**config.mk**
```make
export PLATFORM = sky130hd
export DESIGN_NAME = alarm_ctrl
export DESIGN_NICKNAME = d
export VERILOG_FILES = /design/src/rtl/alarm_ctrl.sv
export SDC_FILE = /design/constraint.sdc
export NUM_CORES = 1
export LEC_CHECK = 0
export ABC_AREA = 1
export CAP_MARGIN = 15
export CELL_PAD_IN_SITES_DETAIL_PLACEMENT = 1
export CELL_PAD_IN_SITES_GLOBAL_PLACEMENT = 1
export CORE_MARGIN = 2
export CORE_UTILIZATION = 34
export CTS_CLUSTER_SIZE = 10
export DETAILED_ROUTE_END_ITERATION = 6
export GPL_ROUTABILITY_DRIVEN = 0
export PLACE_DENSITY_LB_ADDON = 0.1
export SLEW_MARGIN = 20
export SYNTH_ARGS = -nofsm -noshare
export SYNTH_HDL_FRONTEND = slang
export SYNTH_SLANG_ARGS = --single-unit
```
**constraint.sdc**
```tcl
create_clock -name CLOCK_50 -period 1.7 [get_ports CLOCK_50]
set_input_delay 0.17 -clock CLOCK_50 [delete_from_list [all_inputs] [get_ports CLOCK_50]]
set_output_delay 0.17 -clock CLOCK_50 [all_outputs]
set_load 0.01 [all_outputs]
```
**src/rtl/alarm_ctrl.sv**
```systemverilog
// Alarm stage for the HH:MM:SS clock: programmable alarm time, ring/snooze/stop/timeout FSM.
// Optional hourly chime is compiled in when ALARM_CHIME_EN is defined.
module alarm_ctrl #(
    parameter int DEF_H      = 6,
    parameter int DEF_M      = 0,
    parameter int SNOOZE_MIN = 9,
    parameter int RING_SEC   = 60,
    parameter int MAX_SNOOZE = 3
) (
    input  logic       CLOCK_50,
    input  logic       RESET,
    input  logic       SEC,
    input  logic [4:0] HOURS,
    input  logic [5:0] MINUTES,
    input  logic [5:0] SECONDS,
    input  logic [4:0] SET_H,
    input  logic [5:0] SET_M,
    input  logic       SET_LOAD,
    input  logic       ARM,
    input  logic       SNOOZE,
    input  logic       STOP,
    output logic [4:0] ALARM_H,
    output logic [5:0] ALARM_M,
    output logic       LOAD_ERR,
    output logic       ARMED,
    output logic       RINGING,
    output logic       BLINK,
    output logic       SNOOZING,
    output logic [1:0] SNZ_CNT,
    output logic       CHIME
);

    localparam logic [11:0] SNZ_LOAD  = 12'(SNOOZE_MIN * 60);
    localparam logic [7:0]  RING_LAST = 8'(RING_SEC - 1);

    typedef enum logic [1:0] {
        S_DISARMED,
        S_ARMED,
        S_RINGING,
        S_SNOOZING
    } state_t;

    state_t      state_q, state_d;
    logic [7:0]  ring_q, ring_d;
    logic [11:0] snz_left_q, snz_left_d;
    logic [1:0]  snz_cnt_d;
    logic        blink_d;
    logic        hit_q, hit_prev, trigger;
    logic        load_ok;

    // Edge-detect the match so one matching second produces a single trigger.
    assign trigger = hit_q & ~hit_prev;
    assign load_ok = (SET_H <= 5'd23) && (SET_M <= 6'd59);

    always_comb begin
        state_d    = state_q;
        ring_d     = ring_q;
        snz_left_d = snz_left_q;
        snz_cnt_d  = SNZ_CNT;
        blink_d    = BLINK;
        if (!ARM) begin
            state_d    = S_DISARMED;
            ring_d     = 8'd0;
            snz_left_d = 12'd0;
            snz_cnt_d  = 2'd0;
            blink_d    = 1'b0;
        end else begin
            case (state_q)
                S_DISARMED: state_d = S_ARMED;
                S_ARMED: begin
                    if (trigger) begin
                        state_d = S_RINGING;
                        ring_d  = 8'd0;
                        blink_d = 1'b1;
                    end
                end
                S_RINGING: begin
                    // A SNOOZE beyond the allowance falls through to normal second counting.
                    if (STOP) begin
                        state_d   = S_ARMED;
                        snz_cnt_d = 2'd0;
                        blink_d   = 1'b0;
                    end else if (SNOOZE && (int'(SNZ_CNT) < MAX_SNOOZE)) begin
                        state_d    = S_SNOOZING;
                        snz_cnt_d  = SNZ_CNT + 2'd1;
                        snz_left_d = SNZ_LOAD;
                        blink_d    = 1'b0;
                    end else if (SEC) begin
                        if (ring_q == RING_LAST) begin
                            state_d   = S_ARMED;
                            ring_d    = 8'd0;
                            snz_cnt_d = 2'd0;
                            blink_d   = 1'b0;
                        end else begin
                            ring_d  = ring_q + 8'd1;
                            blink_d = ~BLINK;
                        end
                    end
                end
                S_SNOOZING: begin
                    if (STOP) begin
                        state_d    = S_ARMED;
                        snz_cnt_d  = 2'd0;
                        snz_left_d = 12'd0;
                    end else if (SEC) begin
                        if (snz_left_q <= 12'd1) begin
                            state_d    = S_RINGING;
                            snz_left_d = 12'd0;
                            ring_d     = 8'd0;
                            blink_d    = 1'b1;
                        end else begin
                            snz_left_d = snz_left_q - 12'd1;
                        end
                    end
                end
                default: state_d = S_DISARMED;
            endcase
        end
    end

    always_ff @(posedge CLOCK_50 or posedge RESET) begin
        if (RESET) begin
            state_q    <= S_DISARMED;
            ring_q     <= 8'd0;
            snz_left_q <= 12'd0;
            SNZ_CNT    <= 2'd0;
            BLINK      <= 1'b0;
            ARMED      <= 1'b0;
            RINGING    <= 1'b0;
            SNOOZING   <= 1'b0;
            hit_q      <= 1'b0;
            hit_prev   <= 1'b0;
            ALARM_H    <= 5'(DEF_H);
            ALARM_M    <= 6'(DEF_M);
            LOAD_ERR   <= 1'b0;
        end else begin
            state_q    <= state_d;
            ring_q     <= ring_d;
            snz_left_q <= snz_left_d;
            SNZ_CNT    <= snz_cnt_d;
            BLINK      <= blink_d;
            ARMED      <= (state_d != S_DISARMED);
            RINGING    <= (state_d == S_RINGING);
            SNOOZING   <= (state_d == S_SNOOZING);
            hit_q      <= ARM && (HOURS == ALARM_H) && (MINUTES == ALARM_M) && (SECONDS == 6'd0);
            hit_prev   <= hit_q;
            LOAD_ERR   <= SET_LOAD && !load_ok;
            if (SET_LOAD && load_ok) begin
                ALARM_H <= SET_H;
                ALARM_M <= SET_M;
            end
        end
    end

`ifdef ALARM_CHIME_EN
    // Chime is resampled every second, so it stays up for exactly the top-of-hour second.
    always_ff @(posedge CLOCK_50 or posedge RESET) begin
        if (RESET) begin
            CHIME <= 1'b0;
        end else if (!ARM) begin
            CHIME <= 1'b0;
        end else if (SEC) begin
            CHIME <= (MINUTES == 6'd0) && (SECONDS == 6'd0);
        end
    end
`else
    assign CHIME = 1'b0;
`endif

endmodule
```
### Yosys cells after proc, flatten, opt, wreduce, memory -nomap -nowiden

Cells that the tools add are included.

* bits of input ports: 35
* word-level logic and storage cells: 104
* register bits after elaboration: 42

* reductions and logical operators: 15
* $lt $le $gt $ge: 4
* bitwise gates (word level): 3
* $add $sub $neg: 3
* equality and inequality tests: 22
* multiplexer cells: 44

Operator list (count)
* 12-bit two-way mux: 6
* 8-bit two-way mux: 9
* 2-bit two-way mux: 15
* 3-bit != test, second input constant: 9
* 12-bit case mux with 2 select lines: 1
* 8-bit case mux with 3 select lines: 1
* 12-bit by 1-bit <= comparator with 1-bit output, second input constant: 1
* 12-bit by 1-bit subtractor with 12-bit output, second input constant: 1
* 5-bit != test, second input constant: 2
* 1-bit two-way mux: 9
* 8-bit by 1-bit adder with 8-bit output, second input constant: 1
* 2-bit == test, second input constant: 4
* 8-bit by 6-bit == test with 1-bit output, second input constant: 1
* 2-bit case mux with 4 select lines: 1
* 4-bit AND reduction: 2
* 8-bit AND reduction: 1
* 1-bit logical AND: 7
* 6-bit == test: 1
* 6-bit <= comparator, second input constant: 1
* 6-bit zero test: 1
* 6-bit AND reduction: 1
* 5-bit == test: 1
* 5-bit <= comparator, second input constant: 1
* 4-bit by 1-bit != test with 1-bit output, second input constant: 1
* other kinds (12): 13

### Longest topological paths before layout

* depth in word-level cells: 8
* depth in mapped cells: 12
* gate-level depth less buffers: 11

### Least setup slack after synthesis

No wires, ideal clock.

* kind: reg2reg
* start point: register state_q[0]
* end point: register snz_left_q[5]
* setup slack: 44 ps
* data required time: 1581 ps
* cell stages (with the launch flop): 12
* setup time: 119 ps
* data arrival time: 1538 ps
* period minus slack after synthesis: 1656 ps
* path buffers: 1
* path through: dfrtp_1 inv_1 ha_1 buf_2 nand2_2 inv_2 o21ai_1 nand2_4 inv_4 nand3_4 xor2_1 nor2_2

* cells in the longest elaborated chain, start to end: 3
* elaborated cells on any way between the ends: 9
* those cells by class: eq/ne (6); mux (2); reduce/logical (1)

Ends and longest elaborated chain
* start: declaration: line 43 `state_t state_q, state_d;`
* start signal: assignment: line 137 `state_q <= state_d;`
* 2-bit == test: line 68 `case (state_q)`
* 4-bit != test (no line) (tied with other cells)
* 4-bit AND reduction (no line) / 12-bit two-way mux (equally long branches)
* end signal: assignment: line 139 `snz_left_q <= snz_left_d;`
* end: declaration: line 45 `logic [11:0] snz_left_q, snz_left_d;`

Parallel ways exist; a longest one is shown, timed or not.
A chain may end at the register's enable or synchronous reset.

### Final worst setup path

* start point: register state_q[0]
* end point: register ring_q[3]

* cells in the longest elaborated chain, start to end: 3
* elaborated cells on any way between the ends: 14
* those cells by class: eq/ne (11); mux (2); reduce/logical (1)

Ends and longest elaborated chain
* 2-bit == test / 2-bit by 1-bit == test with 1-bit output (equally long branches): line 68
* 4-bit by 1-bit != test with 1-bit output (no line) (tied with other cells)
* 8-bit AND reduction (no line) / 8-bit two-way mux (equally long branches)
* end signal: assignment: line 138 `ring_q <= ring_d;`
* end: declaration: line 44 `logic [7:0] ring_q, ring_d;`

Parallel ways exist; a longest one is shown, timed or not.

==> results.py <==
metrics = {
    "status": {
        "status": "complete, no violations",
    },
    "timing": {
        "finalCritPeriodShare_pct": 94.15,
        "finalSetupViolations": 0,
        "min_period_ps": 1601,
        "hold_violations": 0,
        "setup_tns_ps": 0,
        "fin_worst_skew_ps": 8.512,
        "finalMaxSlewViolations": 0,
        "fmax_ghz": 0.6248,
    },
    "setup_path": {
        "crit_buf_inv": 2,
        "crit_path_start_kind": "flop",
        "reg2regPathDepth": 9,
        "worstReg2RegEnd": "ring_q[3]",
        "end_kind": "flop",
        "cp_slowest_cell": "dfrtp_2",
        "worstPathCellList": "buf_4 -> ha_2 -> nand3_2 -> nand2_2 -> nor2_4 -> nand3_4 -> inv_4 -> o21ai_1 -> o21a_1",
        "critPathKind": "reg -> reg",
        "max_stage_delay_ps": 460,
        "required_ps": 1900,
        "arrival_ps": 1800,
        "path_max_fanout": 8,
        "reg2reg_slack_ps": 100,
        "critPathTopFamily": "flip-flops",
        "timing.rr.start": "state_q[0]",
    },
    "cts": {
        "clock-root-buffer": "clkbuf_8",
        "clock_path_buffers": 2,
        "clk_latency_ps": 300,
        "ctsHtreeMaxLevel": 2,
        "cts.clk_slew.worst_paths_ps": 90,
        "cts_sinks": 42,
        "cts_inserted_buffers": 5,
        "cts_tree": "built",
    },
    "global_routing": {
        "grt_pass1_wl_um": 12380,
        "grt_pass1_vias": 2596,
        "grt_max_degree": 43,
        "track_usage_pct": 18.48,
        "grt.overflow.total": 0,
        "grt_antenna_before_repair": 0,
    },
    "route": {
        "ant_nets": 0,
        "dr.pass1.iters": 4,
        "vias_per_cell": 4.727,
        "wl_per_cell_um": 14.33,
        "via_count": 2425,
        "dr.first_iter.drc_count": 41,
        "routed_wl_um": 7351,
        "drc": 0,
    },
    "cells_and_area": {
        "seq_area_um2": 1056,
        "drive_above_1_share_pct": 26.81,
        "diodes": 0,
        "stdcell_count": 513,
        "multi_input_area_um2": 1378,
        "n_fill_cell": 879,
        "final_nets": 456,
        "areaGrowthSynthToFinish_pct": 44.48,
    },
    "synthesis": {
        "synth_top_area_share_pct": 39.10,
        "async_reset_ff_share_pct": 100.0,
        "syn_nets": 360,
        "synthFlopType": "dfrtp_1",
        "synth_sequential_area_ratio_pct": 41.15,
        "synth_edf_count": 0,
        "netlist_area_um2": 2560,
        "ys_ff_latch": 42,
        "synth_top_cell_by_area": "dfrtp_1",
        "yosys.cell_count.top_type": "nand2_1",
        "synth.distinct_cells": 44,
        "synthTopCellsByCount": "nand2_1 (51), dfrtp_1 (40), inv_1 (39), nor2_1 (38), nand3_1 (18)",
        "yosysWarnings": 0,
        "netlist_top_cells_area": "dfrtp_1 (39%), nand2_1 (7.5%), inv_1 (5.7%)",
        "syn_area_per_cell_um2": 8.076,
        "synth_cells": 317,
    },
    "power": {
        "power_density_nw_per_um2": 687.3,
        "power.share.switching_pct": 28.20,
        "p_int_mw": 1.825,
        "power_frac_seq_pct": 44.0,
        "p_comb_share_pct": 24.2,
        "power_switching_uw": 716.7,
        "power_leakage_nw": 1.705,
        "peakVddDrop_v": 0.0003727,
        "p_clk_share_pct": 31.9,
    },
    "die": {
        "die_h_um": 90.77,
        "die_x_um": 90.77,
        "dieArea_um2": 8239,
        "rows": 31,
        "design.core.area_um2": 7253,
        "design.portCount": 54,
        "initial_utilization_pct": 35.29,
    },
    "placed_design": {
        "hpwl_um": 5625,
        "dp_cells": 501,
        "io_buffers": 52,
    },
    "worst_hold_path": {
        "worstHoldPathType": "in -> async",
    },
    "run": {
        "maxCapViolations": 0,
    },
}
==> metal layers <==
| metal | vias to the layer above | wire (um) | track usage [%] |
|---|---|---|---|
| li1 | 1235 | - | - |
| met1 | 1146 | 3353 | 23.91 |
| met2 | 35 | 3598 | 30.91 |
| met3 | 9 | 257 | 3.506 |
| met4 | 0 | 141 | 6.439 |
| met5 | - | 0 | 0 |
==> cell usage in the layout, fill, tap and decap left out, types with 5 or more instances in the layout <==
cell	instances
nand4_1	11
o21ai_1	10
buf_4	38
mux2_2	5
clkbuf_8	5
dfrtp_1	38
nand2_1	47
inv_1	35
nand3_1	15
inv_2	8
a21oi_1	13
nor2_2	8
nand2_2	8
nor2_4	5
nor2_1	35
clkdlybuf4s50_1	52
o21ai_0	13
==> repair_timing <==
action	CTS	global route
gates resized for setup	4	25
setup endpoints to repair	3	27
cloned	0	0
buffers inserted	2	2
pin swaps	2	7
hold buffers	0	0
==> power groups by stage <==
stage | clock network [mW] | logic, mW | registers (mW)
2_1_floorplan | 0 | 0.260 | 1.15
5_1_grt | 0.866 | 0.678 | 1.13
4_1_cts | 0.840 | 0.609 | 1.12
6_report | 0.810 | 0.614 | 1.12
3_5_place_dp | 0 | 0.597 | 1.14
3_3_place_gp | 0 | 0.587 | 1.13
==> worst register-to-register path, cell delays in order, from the launching register on <==
cell and delay, ps:
dfrtp_2 460, buf_4 150, ha_2 190, nand3_2 90, nand2_2 70, nor2_4 120
nand3_4 140, inv_4 110, o21ai_1 70, o21a_1 100
==> flip-flops by register name, indices dropped and copies added (netlist names) <==
name        count
SNOOZING        1
hit_prev        1
ALARM_M         6
LOAD_ERR        1
state_q         2
BLINK           1
ARMED           1
snz_left_q     12
SNZ_CNT         2
ring_q          8
RINGING         1
ALARM_H         5
hit_q           1
==> kinds of logic after synthesis <==
group | share of synthesized area (%)
xor+xnor | 2.737
other cells | 0.1465
mux | 2.199
buf+inv | 7.967
fa+ha+maj | 3.910
simple gates | 29.03
flops | 41.15
compound gates | 12.85
==> final cells by class <==
type                            instances  share of cell area (%)
Tap cell                               99                   3.349
Multi-Input combinational cell        225                   37.25
Sequential cell                        42                   28.55
Clock buffer                            7                   2.064
Timing Repair Buffer                   93                   23.17
Inverter                               46                   4.804
Clock inverter                          1                  0.8119
==> stage by stage <==
stage / total power, mW / worst slack, ps / util [%] / cell area [um^2] / hold slack, ps
6_report: 2.542 / 99.50 / 50.99 / 3699 / 218.5
4_1_cts: 2.566 / 4.958 / 49.82 / 3613 / 228.6
2_1_floorplan: 1.415 / 43.80 / - / 2560 / 300.1
3_5_place_dp: 1.733 / -67.22 / 47.96 / 3478 / 372.3
5_1_grt: 2.675 / -17.54 / 50.99 / 3699 / 255.2
3_3_place_gp: 1.720 / -52.81 / 47.96 / 3478 / 360.5
==> worst max path at each step <==
| stage | startpoint | endpoint | cells after the start |
|---|---|---|---|
| floorplan | state_q[0] | snz_left_q[5] | 11 |
| global placement | ARM | snz_left_q[4] | 6 |
| detailed placement | ARM | ring_q[3] | 11 |
| finish | state_q[0] | ring_q[3] | 9 |
| CTS | state_q[0] | ring_q[3] | 9 |
| global route | state_q[0] | ring_q[4] | 9 |
Power figures use the tool's default switching activity.
==> edit, RTL diff (same flow settings) <==
Re-encode `state_t` (4 states) as Gray code, 2 bits wide.
--- a/src/rtl/alarm_ctrl.sv
+++ b/src/rtl/alarm_ctrl.sv
@@ -34,10 +34,10 @@
     localparam logic [7:0]  RING_LAST = 8'(RING_SEC - 1);
 
     typedef enum logic [1:0] {
-        S_DISARMED,
-        S_ARMED,
-        S_RINGING,
-        S_SNOOZING
+        S_DISARMED = 2'b00,
+        S_ARMED    = 2'b01,
+        S_RINGING  = 2'b11,
+        S_SNOOZING = 2'b10
     } state_t;
 
     state_t      state_q, state_d;
Function: same outputs for any inputs over 10 cycles, from zero or initial values and one cycle with RESET high; not proved beyond that.
==> edit against the original RTL <==
Final area shrank 2.2%; setup slack gained 0.0010 ns; power up 5.2%; largest cell class unchanged; sequential cell count is the same; routed wire length grew 1.5%; area after synthesis grew 1.8%; largest power group unchanged; first-iteration DRC count rose by 22%.
==> edit: results <==
group,metric,value,unit
worst_setup_path,reg2reg_from,"snz_left_q[2]$_DFFE_PP0P_",
synth,ys_seq_area_share,40.42,%
global_routing,grt_max_degree,23,
place,place_hpwl,5881,um
finish,drive_gt1_share,17.40,%
worst_setup_path,worstPathMaxFanout,5,
routing,drt_iter0_markers,50,
place,io_buffers,52,
sta,fin_skew,0.008810,ns
global_routing,antenna_found_initial,0,
clock_tree,root_buffer,"clkbuf_8",
power,p_leak,1.734,nW
finish,antenna_cells,0,
routing,vias_per_cell,4.751,
global_routing,grt_pass1_wl,12630,um
synth,syn_nets,393,
synth,synth_cell_types,37,
power,irDropWorstVdd,359.2,uV
clock_tree,clk_path_buf_depth,2,
clock_tree,numCtsBuffers,5,
clock_tree,htree_levels,2,
worst_setup_path,critPathTopFamily,"simple AND/OR/NAND/NOR gates",
run_status,status,"complete, no violations",
worst_setup_path,max_stage_delay,0.44,ns
routing,routed_wl,7461,um
min_path,hold_path.class,"in2async",
place,placed_area,0.003385,mm2
synth,synth-async-reset-ratio,100.0,%
global_routing,grt_pass1_vias,2658,
routing,dr.pass1.iters,4,
finish,top_regs,"snz_left_q (12), ring_q (8), ALARM_M (6)",
worst_setup_path,arrival,1.81,ns
worst_setup_path,cp_slowest_cell,"dfrtp_1",
finish,fin_nets,469,
synth,yosys-top-cells-count,"nand2_1 (92), nor2_1 (50), inv_1 (44)",
clock_tree,cts.clk_slew.worst_paths,0.09,ns
synth,synth_area_leaders,"dfrtp_1 (38%), nand2_1 (13%), nor2_1 (7.2%)",
worst_setup_path,critPathKind,"reg2reg",
synth,yosysWarnings,0,
clock_tree,clkLatencyLatePin,0.30,ns
global_routing,grt_usage,18.73,%
-- edit: cell count changes after synthesis, moves of 4 or more --
cell     change
nand3_1     +18
nand4_1      -6
o21ai_0      -6
ha_1         -4
o21ai_1      -4
nand2_1     +41
inv_1        +5
nor2_2       -5
nor2_1      +12
nor3_1       +4
nand2_2      -4
-- edit: cells by family after synthesis --
group | after synthesis | share of synthesized area (%)
mux | 7 | 3.025
other cells | 1 | 0.1439
buf+inv | 54 | 8.545
flops | 42 | 40.42
xor+xnor | 9 | 3.025
simple gates | 205 | 36.05
compound gates | 32 | 6.865
fa+ha+maj | 4 | 1.920
-- edit: per-stage QoR --
| stage | cells | worst slack (ns) |
|---|---|---|
| 3_3_place_gp | 518 | 0.05500 |
| 5_1_grt | 530 | -0.04140 |
| 4_1_cts | 526 | 0.01741 |
| 3_5_place_dp | 518 | -0.03112 |
| 2_1_floorplan | 354 | 0.2067 |
| 6_report | 530 | 0.1005 |
-- edit: cell type report --
type	instances	area, um2
flip-flops and latches	42	1054
repair buffers	74	723.2
inverters	49	183.9
multi-input cells	258	1389
fillers	892	3715
clock inverters	2	60.06
well taps	99	123.9
clock buffers	6	82.58
-- edit: where the power goes --
group          total, mW  switching [mW]  internal [mW]
logic              0.553           0.267          0.286
registers           1.12          0.0528           1.06
clock network       1.01           0.380          0.627
-- edit: worst register-to-register path, delay by kind of cell, from the launching register on --
kind | cells | cell delay (ns)
buffers and inverters | 1 | 0.03
flip-flops | 1 | 0.44
AND/OR/NAND/NOR | 7 | 1.02
-- edit: metal layers --
| metal | global-route usage (%) | up-vias | wire length [um] | share of wire [%] |
|---|---|---|---|---|
| met4 | 4.545 | 0 | 76 | 1.0 |
| met1 | 23.12 | 1195 | 3384 | 45 |
| met2 | 32.48 | 43 | 3650 | 49 |
| met5 | 0 | - | 0 | 0 |
| li1 | - | 1273 | - | - |
| met3 | 4.813 | 7 | 350 | 4.7 |
-- edit: repair_timing --
action                                  CTS  global route
resized for setup                         1            21
endpoints found under the setup margin    1            23
hold buffers                              0             0
setup buffers                             0             4
pin swaps                                 0             5
-- edit: final timing paths --
kind                                         endpoint  slack [ns]  depth (start not counted)
max                        snz_left_q[10]$_DFFE_PP0P_        0.10                          8
min reg2reg                        hit_prev$_DFF_PP0_        0.39                          0
max reg2reg                snz_left_q[10]$_DFFE_PP0P_        0.10                          8
min                        snz_left_q[10]$_DFFE_PP0P_        0.13                          2
max in group asynchronous      ALARM_H[2]$_DFFE_PP1P_        1.07                          3
min in group CLOCK_50              hit_prev$_DFF_PP0_        0.39                          0
